[src/rtl/serial_endpoint.sv]
// Device-side partner of the CPU memory-mapped serial port: an RX byte FIFO fed by the host,
// and a TX byte FIFO drained by an 8N1 UART transmitter.
//
// UART FSM states:
//   state    | meaning
//   ST_IDLE  | line high; pops the TX FIFO head when one is waiting
//   ST_START | start bit (low) for CLKS_PER_BIT cycles
//   ST_DATA  | eight data bits, LSB first, CLKS_PER_BIT cycles each
//   ST_STOP  | stop bit (high) for CLKS_PER_BIT cycles
module serial_endpoint #(
    parameter int RX_DEPTH     = 8,
    parameter int TX_DEPTH     = 8,
    parameter int CLKS_PER_BIT = 16
) (
    input  logic       clock,
    input  logic       reset,
    input  logic [7:0] host_wr_data,
    input  logic       host_wr_en,
    output logic       host_full,
    output logic [7:0] cpu_data_out,
    output logic       cpu_valid_out,
    input  logic       cpu_rden_in,
    input  logic [7:0] cpu_data_in,
    input  logic       cpu_wren_in,
    output logic       cpu_ready_out,
    output logic       uart_txd,
    output logic       tx_busy,
    output logic       rx_underflow,
    output logic       tx_overflow
);

    localparam int RX_AW  = $clog2(RX_DEPTH);
    localparam int RX_CW  = RX_AW + 1;
    localparam int TX_AW  = $clog2(TX_DEPTH);
    localparam int TX_CW  = TX_AW + 1;
    localparam int BAUD_W = $clog2(CLKS_PER_BIT);

    localparam logic [RX_CW-1:0]  RX_FULL   = RX_CW'(RX_DEPTH);
    localparam logic [TX_CW-1:0]  TX_FULL   = TX_CW'(TX_DEPTH);
    localparam logic [BAUD_W-1:0] BAUD_LAST = BAUD_W'(CLKS_PER_BIT - 1);

    typedef enum logic [1:0] {
        ST_IDLE,
        ST_START,
        ST_DATA,
        ST_STOP
    } uart_state_t;

    // RX FIFO
    logic [7:0]       r_rx_mem [RX_DEPTH];
    logic [RX_AW-1:0] r_rx_rd_ptr;
    logic [RX_AW-1:0] r_rx_wr_ptr;
    logic [RX_CW-1:0] r_rx_count;
    logic             r_rx_underflow;
    logic             w_rx_empty;
    logic             w_rx_pop;
    logic             w_rx_push;

    assign w_rx_empty = (r_rx_count == '0);
    assign w_rx_pop   = cpu_rden_in && !w_rx_empty;
    // A pop in the same cycle frees the slot, so a push into a full FIFO is accepted then.
    assign w_rx_push  = host_wr_en && ((r_rx_count != RX_FULL) || w_rx_pop);

    always_ff @(posedge clock) begin
        if (w_rx_push) begin
            r_rx_mem[r_rx_wr_ptr] <= host_wr_data;
        end
    end

    always_ff @(posedge clock or posedge reset) begin
        if (reset) begin
            r_rx_rd_ptr    <= '0;
            r_rx_wr_ptr    <= '0;
            r_rx_count     <= '0;
            r_rx_underflow <= 1'b0;
        end else begin
            if (w_rx_push) begin
                r_rx_wr_ptr <= r_rx_wr_ptr + RX_AW'(1);
            end
            if (w_rx_pop) begin
                r_rx_rd_ptr <= r_rx_rd_ptr + RX_AW'(1);
            end
            if (w_rx_push && !w_rx_pop) begin
                r_rx_count <= r_rx_count + RX_CW'(1);
            end else if (!w_rx_push && w_rx_pop) begin
                r_rx_count <= r_rx_count - RX_CW'(1);
            end
            if (cpu_rden_in && w_rx_empty) begin
                r_rx_underflow <= 1'b1;
            end
        end
    end

    assign cpu_data_out  = w_rx_empty ? 8'h00 : r_rx_mem[r_rx_rd_ptr];
    assign cpu_valid_out = !w_rx_empty;
    assign host_full     = (r_rx_count == RX_FULL);
    assign rx_underflow  = r_rx_underflow;

    // TX FIFO
    logic [7:0]       r_tx_mem [TX_DEPTH];
    logic [TX_AW-1:0] r_tx_rd_ptr;
    logic [TX_AW-1:0] r_tx_wr_ptr;
    logic [TX_CW-1:0] r_tx_count;
    logic             r_tx_overflow;
    logic             w_tx_empty;
    logic             w_tx_ready;
    logic             w_tx_push;
    logic             w_tx_pop;

    assign w_tx_empty = (r_tx_count == '0);
    assign w_tx_ready = (r_tx_count != TX_FULL);
    assign w_tx_push  = cpu_wren_in && w_tx_ready;

    always_ff @(posedge clock) begin
        if (w_tx_push) begin
            r_tx_mem[r_tx_wr_ptr] <= cpu_data_in;
        end
    end

    always_ff @(posedge clock or posedge reset) begin
        if (reset) begin
            r_tx_rd_ptr   <= '0;
            r_tx_wr_ptr   <= '0;
            r_tx_count    <= '0;
            r_tx_overflow <= 1'b0;
        end else begin
            if (w_tx_push) begin
                r_tx_wr_ptr <= r_tx_wr_ptr + TX_AW'(1);
            end
            if (w_tx_pop) begin
                r_tx_rd_ptr <= r_tx_rd_ptr + TX_AW'(1);
            end
            if (w_tx_push && !w_tx_pop) begin
                r_tx_count <= r_tx_count + TX_CW'(1);
            end else if (!w_tx_push && w_tx_pop) begin
                r_tx_count <= r_tx_count - TX_CW'(1);
            end
            if (cpu_wren_in && !w_tx_ready) begin
                r_tx_overflow <= 1'b1;
            end
        end
    end

    assign cpu_ready_out = w_tx_ready;
    assign tx_overflow   = r_tx_overflow;

    // UART transmitter
    uart_state_t       r_state;
    uart_state_t       w_state_next;
    logic [BAUD_W-1:0] r_baud_cnt;
    logic [BAUD_W-1:0] w_baud_next;
    logic [2:0]        r_bit_idx;
    logic [2:0]        w_bit_next;
    logic [7:0]        r_shift;
    logic [7:0]        w_shift_next;
    logic              r_txd;
    logic              w_txd_next;
    logic              w_baud_tc;

    assign w_baud_tc = (r_baud_cnt == '0);

    always_comb begin
        w_state_next = r_state;
        w_baud_next  = r_baud_cnt;
        w_bit_next   = r_bit_idx;
        w_shift_next = r_shift;
        w_txd_next   = 1'b1;
        w_tx_pop     = 1'b0;
        if (r_state != ST_IDLE) begin
            w_baud_next = w_baud_tc ? BAUD_LAST : r_baud_cnt - BAUD_W'(1);
        end
        // The line value is computed for the next state so uart_txd comes straight from a flop.
        case (r_state)
            ST_IDLE: begin
                if (!w_tx_empty) begin
                    w_tx_pop     = 1'b1;
                    w_shift_next = r_tx_mem[r_tx_rd_ptr];
                    w_baud_next  = BAUD_LAST;
                    w_state_next = ST_START;
                    w_txd_next   = 1'b0;
                end
            end
            ST_START: begin
                w_txd_next = 1'b0;
                if (w_baud_tc) begin
                    w_state_next = ST_DATA;
                    w_bit_next   = 3'd0;
                    w_txd_next   = r_shift[0];
                end
            end
            ST_DATA: begin
                w_txd_next = r_shift[0];
                if (w_baud_tc) begin
                    if (r_bit_idx == 3'd7) begin
                        w_state_next = ST_STOP;
                        w_txd_next   = 1'b1;
                    end else begin
                        w_shift_next = r_shift >> 1;
                        w_bit_next   = r_bit_idx + 3'd1;
                        w_txd_next   = r_shift[1];
                    end
                end
            end
            ST_STOP: begin
                if (w_baud_tc) begin
                    w_state_next = ST_IDLE;
                end
            end
            default: begin
                w_state_next = ST_IDLE;
            end
        endcase
    end

    always_ff @(posedge clock or posedge reset) begin
        if (reset) begin
            r_state    <= ST_IDLE;
            r_baud_cnt <= '0;
            r_bit_idx  <= '0;
            r_shift    <= '0;
            r_txd      <= 1'b1;
        end else begin
            r_state    <= w_state_next;
            r_baud_cnt <= w_baud_next;
            r_bit_idx  <= w_bit_next;
            r_shift    <= w_shift_next;
            r_txd      <= w_txd_next;
        end
    end

    assign uart_txd = r_txd;
    assign tx_busy  = (r_state != ST_IDLE);

endmodule

[config.mk]
export PLATFORM = sky130hd
export DESIGN_NAME = serial_endpoint
export DESIGN_NICKNAME = d
export VERILOG_FILES = /design/src/rtl/serial_endpoint.sv
export SDC_FILE = /design/constraint.sdc
export NUM_CORES = 1
export LEC_CHECK = 0
export ABC_AREA = 1
export CORE_MARGIN = 2
export CORE_UTILIZATION = 30
export DETAILED_ROUTE_END_ITERATION = 10
export GPL_TIMING_DRIVEN = 0
export PLACE_DENSITY_LB_ADDON = 0.08
export SLEW_MARGIN = 20
export SYNTH_ARGS = -nofsm -noshare
export SYNTH_HDL_FRONTEND = slang
export SYNTH_SLANG_ARGS = --single-unit
[constraint.sdc]
create_clock -name clock -period 2.1 [get_ports clock]
set_input_delay 0.21 -clock clock [delete_from_list [all_inputs] [get_ports clock]]
set_output_delay 0.21 -clock clock [all_outputs]
set_load 0.05 [all_outputs]
## After elaboration in Yosys (flattened, before gate mapping)

Memory sizes are Yosys's and may differ from the RTL's.
Cells that the tools add are included.

| word-level totals | value |
|---|---|
| register bits after elaboration | 40 |
| bits of input ports | 21 |
| output and inout bits | 15 |
| bits in writable memories | 128 |
| word-level logic and storage cells | 100 |
| memories | 2 |

Memories:

| name | depth | width | read ports | clocked after Yosys merged registers in | wr ports | line | text |
|---|---|---|---|---|---|---|---|
| r_rx_mem | 8 | 8 | 1 | 0 | 1 | 50 | `logic [7:0] r_rx_mem [RX_DEPTH];` |
| r_tx_mem | 8 | 8 | 1 | 0 | 1 | 100 | `logic [7:0] r_tx_mem [TX_DEPTH];` |

| cells by class | value |
|---|---|
| reduce and logical (&&, ||, !) cells | 28 |
| add/subtract/negate cells | 10 |
| muxes and demuxes | 34 |
| eq/ne operators | 13 |

Operator list:

| operator | number |
|---|---|
| 4-bit two-way mux | 8 |
| 8-bit two-way mux | 4 |
| 8-bit one-hot mux with 2 select lines | 1 |
| 3-bit by 1-bit adder with 3-bit output (second input constant) | 5 |
| 4-bit logical NOT | 3 |
| 2-bit inequality test (second input constant) | 6 |
| 4-bit by 1-bit subtractor with 4-bit output (second input constant) | 3 |
| 1-bit two-way mux | 10 |
| 2-bit two-way mux | 5 |
| 2-bit nonzero test | 5 |
| 1-bit logical AND | 9 |
| 3-bit two-way mux | 3 |
| 4-bit by 1-bit adder with 4-bit output (second input constant) | 2 |
| 4-bit inequality test (second input constant) | 2 |
| 2-bit one-hot mux with 4 select lines | 1 |
| 4-bit AND reduction | 2 |
| 1-bit logical NOT | 6 |
| 3-bit one-hot mux with 2 select lines | 1 |
| 5-bit AND reduction | 1 |
| 2-bit equality test (second input constant) | 2 |
| 4-bit equality test (second input constant) | 1 |
| 3-bit equality test (second input constant) | 1 |
| 1-bit one-hot mux with 3 select lines | 1 |
| 2-bit by 1-bit equality test with 1-bit output (second input constant) | 1 |
| 2 further kinds | 2 |

## Longest topological paths before layout

Gate-level depths: netlist of run 1.

| logic depth | value |
|---|---|
| depth after elaboration | 9 |
| gate-level depth with buffers | 15 |
| gate-level depth less buffers | 15 |

## Least setup slack after synthesis of run 1

OpenSTA, ideal clock, no wires.

| timing | value |
|---|---|
| path kind | register -> register |
| start point | register r_tx_count[1] |
| end point | register r_tx_count[3] |
| arrival time | 2389 ps |
| path slack | -406 ps |
| cell stages (with the launch flop) | 16 |
| clock period less this slack | 2506 ps |
| path through | dfrtp_1 > nor2_2 > nand3b_1 > nand2_1 > inv_1 > ha_1 > inv_1 > ha_1 > nand2_1 > inv_1 > o21ai_0 > nand2_1 > nand2_1 > nand2_1 > nand2_1 > nand2_1 |

| on the way | value |
|---|---|
| elaborated cells between the ends (all ways) | 14 |
| classes of those cells | 2 x add/sub; 1 x eq/ne; 4 x mux; 7 x reduce/logical |

RTL lines:

| what | line | text |
|---|---|---|
| from (decl) | 103 | `logic [TX_CW-1:0] r_tx_count;` |
| from (signal assigned) | 134 | `r_tx_count <= r_tx_count + TX_CW'(1);` |
| from (signal assigned) | 136 | `r_tx_count <= r_tx_count - TX_CW'(1);` |
| 4-bit inequality test (*) | 111 | `assign w_tx_ready = (r_tx_count != TX_FULL);` |
| net cpu_ready_out | 25 | `output logic cpu_ready_out,` |
| 1-bit logical AND (*) | 112 | `assign w_tx_push = cpu_wren_in && w_tx_ready;` |
| net w_tx_push | 107 | `logic w_tx_push;` |
| 1-bit logical NOT | 135 | `end else if (!w_tx_push && w_tx_pop) begin` |
| 1-bit logical AND | 135 |  |
| 2-bit nonzero test (no line) | -- |  |

Mark *: on every way through the listed nets, which the timed path passes. The rest lies on a longest branch. The select of a mux whose other input is x is not followed.
A chain may end at the register's enable or synchronous reset.

## Worst setup path after layout of run 1

| timing | value |
|---|---|
| start point | register r_rx_rd_ptr[0] |
| end point | output port cpu_data_out[6] |

| on the way | value |
|---|---|
| word-level cells in the longest chain between the ends | 2 |

RTL lines:

| what | line | text |
|---|---|---|
| from (decl) | 51 | `logic [RX_AW-1:0] r_rx_rd_ptr;` |
| from (signal assigned) | 81 | `r_rx_rd_ptr <= r_rx_rd_ptr + RX_AW'(1);` |
| memory 8 x 8 bit | -- |  |
| 8-bit two-way mux | 94 | `assign cpu_data_out = w_rx_empty ? 8'h00 : r_rx_mem[r_rx_rd_ptr];` |
| to (decl) | 20 | `output logic [7:0] cpu_data_out,` |

No other way between the ends.

==> reports/summary.txt, run 1 <==
Avg Inst Size Synth: 10.9 um^2
Worst EP required: 1.89 ns
Placement Cell Area: 0.00822 mm^2
final hold vios: 0
Area growth syn-to-layout: 23.5%
Final Skew: 0.0149 ns
core area: 0.0242 mm^2
starting density of the core: 30.5%
TritonRoute pass-1 iters: 4
die width: 161 um
DIE AREA: 0.0259 mm^2
total CTS buffers: 17
Crit. End Element: primary output
post-route cell area: 0.00912 mm^2
min Tclk post-route: 2.10 ns
Max-slew headroom: 33.9%
Syn Std Cell Area: 0.00739 mm^2
DR DRC count: 0
worst path cell trace: buf_6 > o21ai_0 > o21ai_1 > nor2_1 > nor2_1 > buf_6
Static Leak: 0.00353 uW
fmax: 0.476 GHz
Fill cells: 2391
Final Max Slew Viols: 0
grt total ovfl: 0
Least-Margin Pin Slew: 0.988 ns
area leader, netlist: edfxtp_1
Setup crit start kind: flop
Hold Crit Class: in2async
Power Density: 1280 mW/mm^2
worst r2r src: r_tx_count[0]
CP max stage cell: dfrtp_2
Post-synth EDFFs: 128
Clk pin slew, worst setup/hold paths: 0.07 ns
Die Y: 161 um
Ys Warns: 0
top cell type's share of synthesized area: 52.0%
routed vias/inst: 4.51
TritonCTS sink count: 168
worst path arrival time: 1.89 ns
CTS H-tree depth: 4
nets: 788
vias after detailed routing: 4893
register area share after synthesis: 65.6%
number of global-route vias before repair: 4712
VDD IR max: 0.899 mV
cell row count: 57
pre-CTS WS: -0.441 ns
CP max stage delay: 0.53 ns
Crit Path Category: reg2out
Clock Tree Buf Depth: 2
CP startpoint: r_rx_rd_ptr[0]
ys async rst share: 23.8%
Area contributors post-synth: edfxtp_1, dfrtp_1, nand2_1, nor2_1, nand3_1
Synth Flop Type: edfxtp_1
Cells after Synth: 678
largest net degree at the start of global routing: 23
port bufs: 35
crit-path leading delay family: flip-flops
CTS tree: yes
GPL Wtd Cong: 0.737
hpwl dp: 11.4 mm
Final Cycle Share: 100%
WL final: 17.1 mm
Diodes inserted: 0
worst skew pair latency: 0.44 ns
initial detailed-routing violation count: 258
initial antenna violation count: 0
#FFs+latches synth: 168
final setup vio count: 0
GRT Total Usage: 13.7%
CP bufs+invs: 2
total of max-cap violations: 0
DR WL/cell: 15.8 um
CP max FO: 10
status: complete, no violations
io pins: 36
first-pass GRT wire length: 26.9 mm
setup ws final: 0.000845 ns
share of cells above drive strength 1: 19.6%
synth unique cells: 38
Root Buffer: clkbuf_16
post-route ant nets: 0
RSZ-0062 raised after global routing: true
Mapped Nets: 719
## report_power, final
part | leakage, uW | switching, uW | internal (uW)
clock | 0.000295 | 1570 | 1640
combinational | 0.00161 | 2480 | 1470
sequential | 0.00162 | 332 | 4140
total | 0.00353 | 4380 | 7250
## logic make-up (layout without fill, tap and decap cells)
logic type                 Yosys count  in the layout  share of synthesized area, %
and+or+nand+nor                    309            309                          17.7
xor gates and xnor gates            13             13                          1.54
DFF                                168            168                          65.6
buffers and inverters               76            158                          4.67
adders and majority gates           20             20                          3.59
muxes                                1              1                         0.152
AOI/OAI and AO/OA                   91             91                          6.72
## final timing paths
kind	cells past startpoint	slack, ns	end
hold / removal	2	0.15	rx_underflow
min in group clock	3	0.37	tx_overflow
max in group asynchronous	3	1.44	r_shift[7]
setup / recovery	6	0.0008	cpu_data_out[6]
hold reg to reg	1	0.48	rx_underflow
setup reg to reg	6	0.02	r_tx_mem[5][0]
## flip-flops by register name (all words and copies together) (netlist names)
register,count
r_shift,8
r_tx_mem,64
r_rx_count,4
r_bit_idx,3
r_tx_rd_ptr,3
r_rx_mem,64
r_tx_wr_ptr,3
tx_overflow,1
rx_underflow,1
r_rx_rd_ptr,3
uart_txd,1
r_state,2
r_rx_wr_ptr,3
r_baud_cnt,4
r_tx_count,4
## cells in the mapped netlist (all sizes together) (3+ instances only)
master,instances
xor2,9
nand2,142
edfxtp,128
xnor2,4
inv,49
ha,18
buf,24
dfrtp,39
a21oi,6
nand3b,3
nand3,56
or2,5
o21ai,80
nor2,100
## per-layer routing
layer  up-vias  GRT usage, %  part of all wire [%]
li1       2433             -                     -
met1      2369          17.6                    46
met2        77          23.5                    50
met3        14          2.53                   2.9
met4         0          4.18                   1.3
met5         -             0                     0
## timing repair
action                     in CTS  in global routing
cloned                          0                  1
hold buffers                    0                  0
buffers inserted                1                 13
pin swaps                       0                 10
gates resized for setup        76                 51
setup endpoints to repair      96                110
## cell usage in the layout, fill, tap and decap left out, drive strengths merged, types with 18 or more instances in the layout
master,instances
clkbuf,19
nor2,100
buf,47
edfxtp,128
dfrtp,39
inv,55
o21ai,80
nand3,56
nand2,142
ha,18
clkdlybuf4s50,23
## metrics by stage
step | total power, uW | utilization (%) | hold WS [ns] | instances | TNS [ns]
after floorplan | 6830 | - | 0.309 | 678 | -0.439
after global placement | 7940 | 33.8 | 0.458 | 1037 | -26.13
after detailed placement | 8000 | 33.9 | 0.463 | 1038 | -23.72
after CTS | 11300 | 36.6 | 0.169 | 1070 | -2.74
after global routing | 12300 | 37.6 | 0.197 | 1084 | -3.27
final | 11600 | 37.6 | 0.155 | 1084 | 0
## layout make-up
class | count | area [um^2] | area share (%)
plain buffers | 25 | 214 | 2.35
clock buffers | 17 | 425 | 4.66
clock inverters | 15 | 196 | 2.15
inverters | 50 | 201 | 2.21
multi-input cells | 434 | 2310 | 25.3
flip-flops and latches | 168 | 4850 | 53.2
well taps | 324 | 405 | 4.44
repair buffers | 51 | 517 | 5.67
(Power assumes the default switching activity.)
==> inputs of run 2 (changes only) <==
--- a/config.mk
+++ b/config.mk
@@ -9,9 +9,9 @@
 export CORE_MARGIN = 2
 export CORE_UTILIZATION = 30
 export DETAILED_ROUTE_END_ITERATION = 10
-export GPL_TIMING_DRIVEN = 0
 export PLACE_DENSITY_LB_ADDON = 0.08
 export SLEW_MARGIN = 20
 export SYNTH_ARGS = -nofsm -noshare
 export SYNTH_HDL_FRONTEND = slang
 export SYNTH_SLANG_ARGS = --single-unit
+export TNS_END_PERCENT = 5
==> reports/summary.txt, run 2 (synthesis gave the netlist of run 1 again) <==
status: complete, no violations (unchanged)
fmax: 0.493 GHz (was 0.476 GHz)
VDD IR max: 0.839 mV (was 0.899 mV)
vias after detailed routing: 4814 (was 4893)
Least-Margin Pin Slew: 0.622 ns (was 0.988 ns)
initial antenna violation count: 0 (unchanged)
io pins: 36 (unchanged)
number of global-route vias before repair: 4873 (was 4712)
Crit Path Category: reg2out (unchanged)
pre-CTS WS: -0.0789 ns (was -0.441 ns)
most frequent cells in the layout: nand2_1, edfxtp_1, nor2_1, nand3_1, buf_4 (was nand2_1, edfxtp_1, nor2_1, nand3_1, o21ai_0)
post-route ant nets: 0 (unchanged)
Pwr Total: 11100 uW (was 11600 uW)
CTS H-tree depth: 4 (unchanged)
Final Skew: 0.0163 ns (was 0.0149 ns)
GPL Wtd Cong: 0.715 (was 0.737)
total CTS buffers: 17 (unchanged)
met1 WL: 7.29 mm (was 7.89 mm)
first-pass GRT wire length: 25.8 mm (was 26.9 mm)
Hold Crit Class: in2async (unchanged)
WL met2: 7.87 mm (was 8.51 mm)
Diodes inserted: 0 (unchanged)
post-route cell area: 0.00892 mm^2 (was 0.00912 mm^2)
DIE AREA: 0.0259 mm^2 (unchanged)
Max-slew headroom: 58.5% (was 33.9%)
routed vias/inst: 4.45 (was 4.51)
RSZ-0062 raised after global routing: true (unchanged)
TritonCTS sink count: 168 (unchanged)
CP max FO: 12 (was 10)
Routed met3 length: 588 um (was 502 um)
CP max stage cell: dfrtp_2 (unchanged)
setup ws final: 0.0728 ns (was 0.000845 ns)
initial detailed-routing violation count: 304 (was 258)
Final Max Slew Viols: 0 (unchanged)
hpwl dp: 10.6 mm (was 11.4 mm)
hold_buf cts: 0 (unchanged)
final setup vio count: 0 (unchanged)
Final Cycle Share: 96.5% (was 100%)
WHS: 0.0983 ns (was 0.155 ns)
Top Metal Used: met4 (unchanged)
worst path arrival time: 1.82 ns (was 1.89 ns)
Largest regs: r_rx_mem x64, r_tx_mem x64, r_shift x8 (unchanged)
postcts setup bufs: 0 (was 1)
GRT Total Usage: 13.0% (was 13.7%)
die width: 161 um (unchanged)
final hold vios: 0 (unchanged)
DR WL/cell: 14.7 um (was 15.8 um)
R2R setup slack: 0.19 ns (was 0.02 ns)
share of cells above drive strength 1: 15.3% (was 19.6%)
Area growth syn-to-layout: 20.7% (was 23.5%)
Root Buffer: clkbuf_16 (unchanged)
grt total ovfl: 0 (unchanged)
worst r2r dst: r_tx_count[3] (was r_tx_mem[5][0])
total of max-cap violations: 0 (unchanged)
worst path cell trace: buf_4 > nor2_1 > nor2_1 > o21ai_1 > o21ai_1 > o21ai_0 > nor2_1 > buf_4 (was buf_6 > o21ai_0 > o21ai_1 > nor2_1 > nor2_1 > buf_6)
Worst EP required: 1.89 ns (about the same)
core area: 0.0242 mm^2 (unchanged)
nets: 788 (unchanged)
most used cell, CP: nor2_1
Placement Cell Area: 0.00831 mm^2 (was 0.00822 mm^2)
Die Y: 161 um (unchanged)
DR DRC count: 0 (unchanged)
worst skew pair latency: 0.43 ns (was 0.44 ns)
CP max stage delay: 0.45 ns (was 0.53 ns)
Static Leak: 0.00351 uW (was 0.00353 uW)
starting density of the core: 30.5% (unchanged)
CTS tree: yes (unchanged)
min Tclk post-route: 2.03 ns (was 2.10 ns)
Crit. End Element: primary output (unchanged)
Setup crit start kind: flop (unchanged)
Clock Tree Buf Depth: 2 (unchanged)
port bufs: 35 (unchanged)
leading cell type in the layout, fill and taps excluded: nand2_1 (unchanged)
TritonRoute pass-1 iters: 4 (unchanged)
Power Density: 1240 mW/mm^2 (was 1280 mW/mm^2)
worst r2r src: r_tx_count[1] (was r_tx_count[0])
Post-Route Utilization: 36.8% (was 37.6%)
R2R cell count: 15 (was 6)
cell row count: 57 (unchanged)
largest net degree at the start of global routing: 35 (was 23)
Clk pin slew, worst setup/hold paths: 0.07 ns (about the same)
WL final: 15.9 mm (was 17.1 mm)
==> run 2: final cells by class <==
cell class	count	area [um^2]
fill	2395	15300
multi-input combinational	434	2230
clock inverter	14	151
inverter	50	198
clock buffer	17	425
tap	324	405
sequential	168	4850
timing repair buffer	76	661
==> run 2: repair_timing <==
action / in CTS / in global routing
setup endpoints to repair: 9 / 10
pin swaps: 0 / 2
gates resized for setup: 3 / 11
cloned: 0 / 0
==> run 2: worst max-delay path: cells and delay by family (launching register included) <==
kind	cells	cell delay, ns
compound gates	3	0.35
buf+inv	2	0.38
flops	1	0.45
simple gates	3	0.22
==> run 2: metal layers <==
layer  vias to the layer above  global-route usage, %
li1                       2429                      -
met1                      2301                   16.1
met2                        74                   22.3
met3                        10                   3.49
met4                         0                   3.61
met5                         -                      0
==> run 2: worst max path at each step <==
stage,from,endpoint,depth (start not counted),slack [ns]
after floorplan,r_tx_count[0],r_tx_count[3],15,-0.28
after global placement,cpu_rden_in,r_rx_count[3],16,-0.03
after detailed placement,cpu_rden_in,r_rx_count[3],16,-0.08
after CTS,r_rx_rd_ptr[0],cpu_data_out[2],7,-0.03
after global routing,r_rx_rd_ptr[0],cpu_data_out[4],8,-0.05
final,r_rx_rd_ptr[0],cpu_data_out[3],8,0.07
==> run 2: power by group <==
| group | internal, uW | switching, uW |
|---|---|---|
| clock | 1760 | 1310 |
| sequential | 4130 | 229 |
| combinational | 1300 | 2350 |
| total | 7180 | 3890 |
==> run 2: per-stage QoR <==
step	setup TNS [ns]	std cells
2_1_floorplan	-2.27	678
3_3_place_gp	-0.0275	1052
3_5_place_dp	-0.0789	1052
4_1_cts	-0.0263	1083
5_1_grt	-0.279	1083
6_report	0	1083
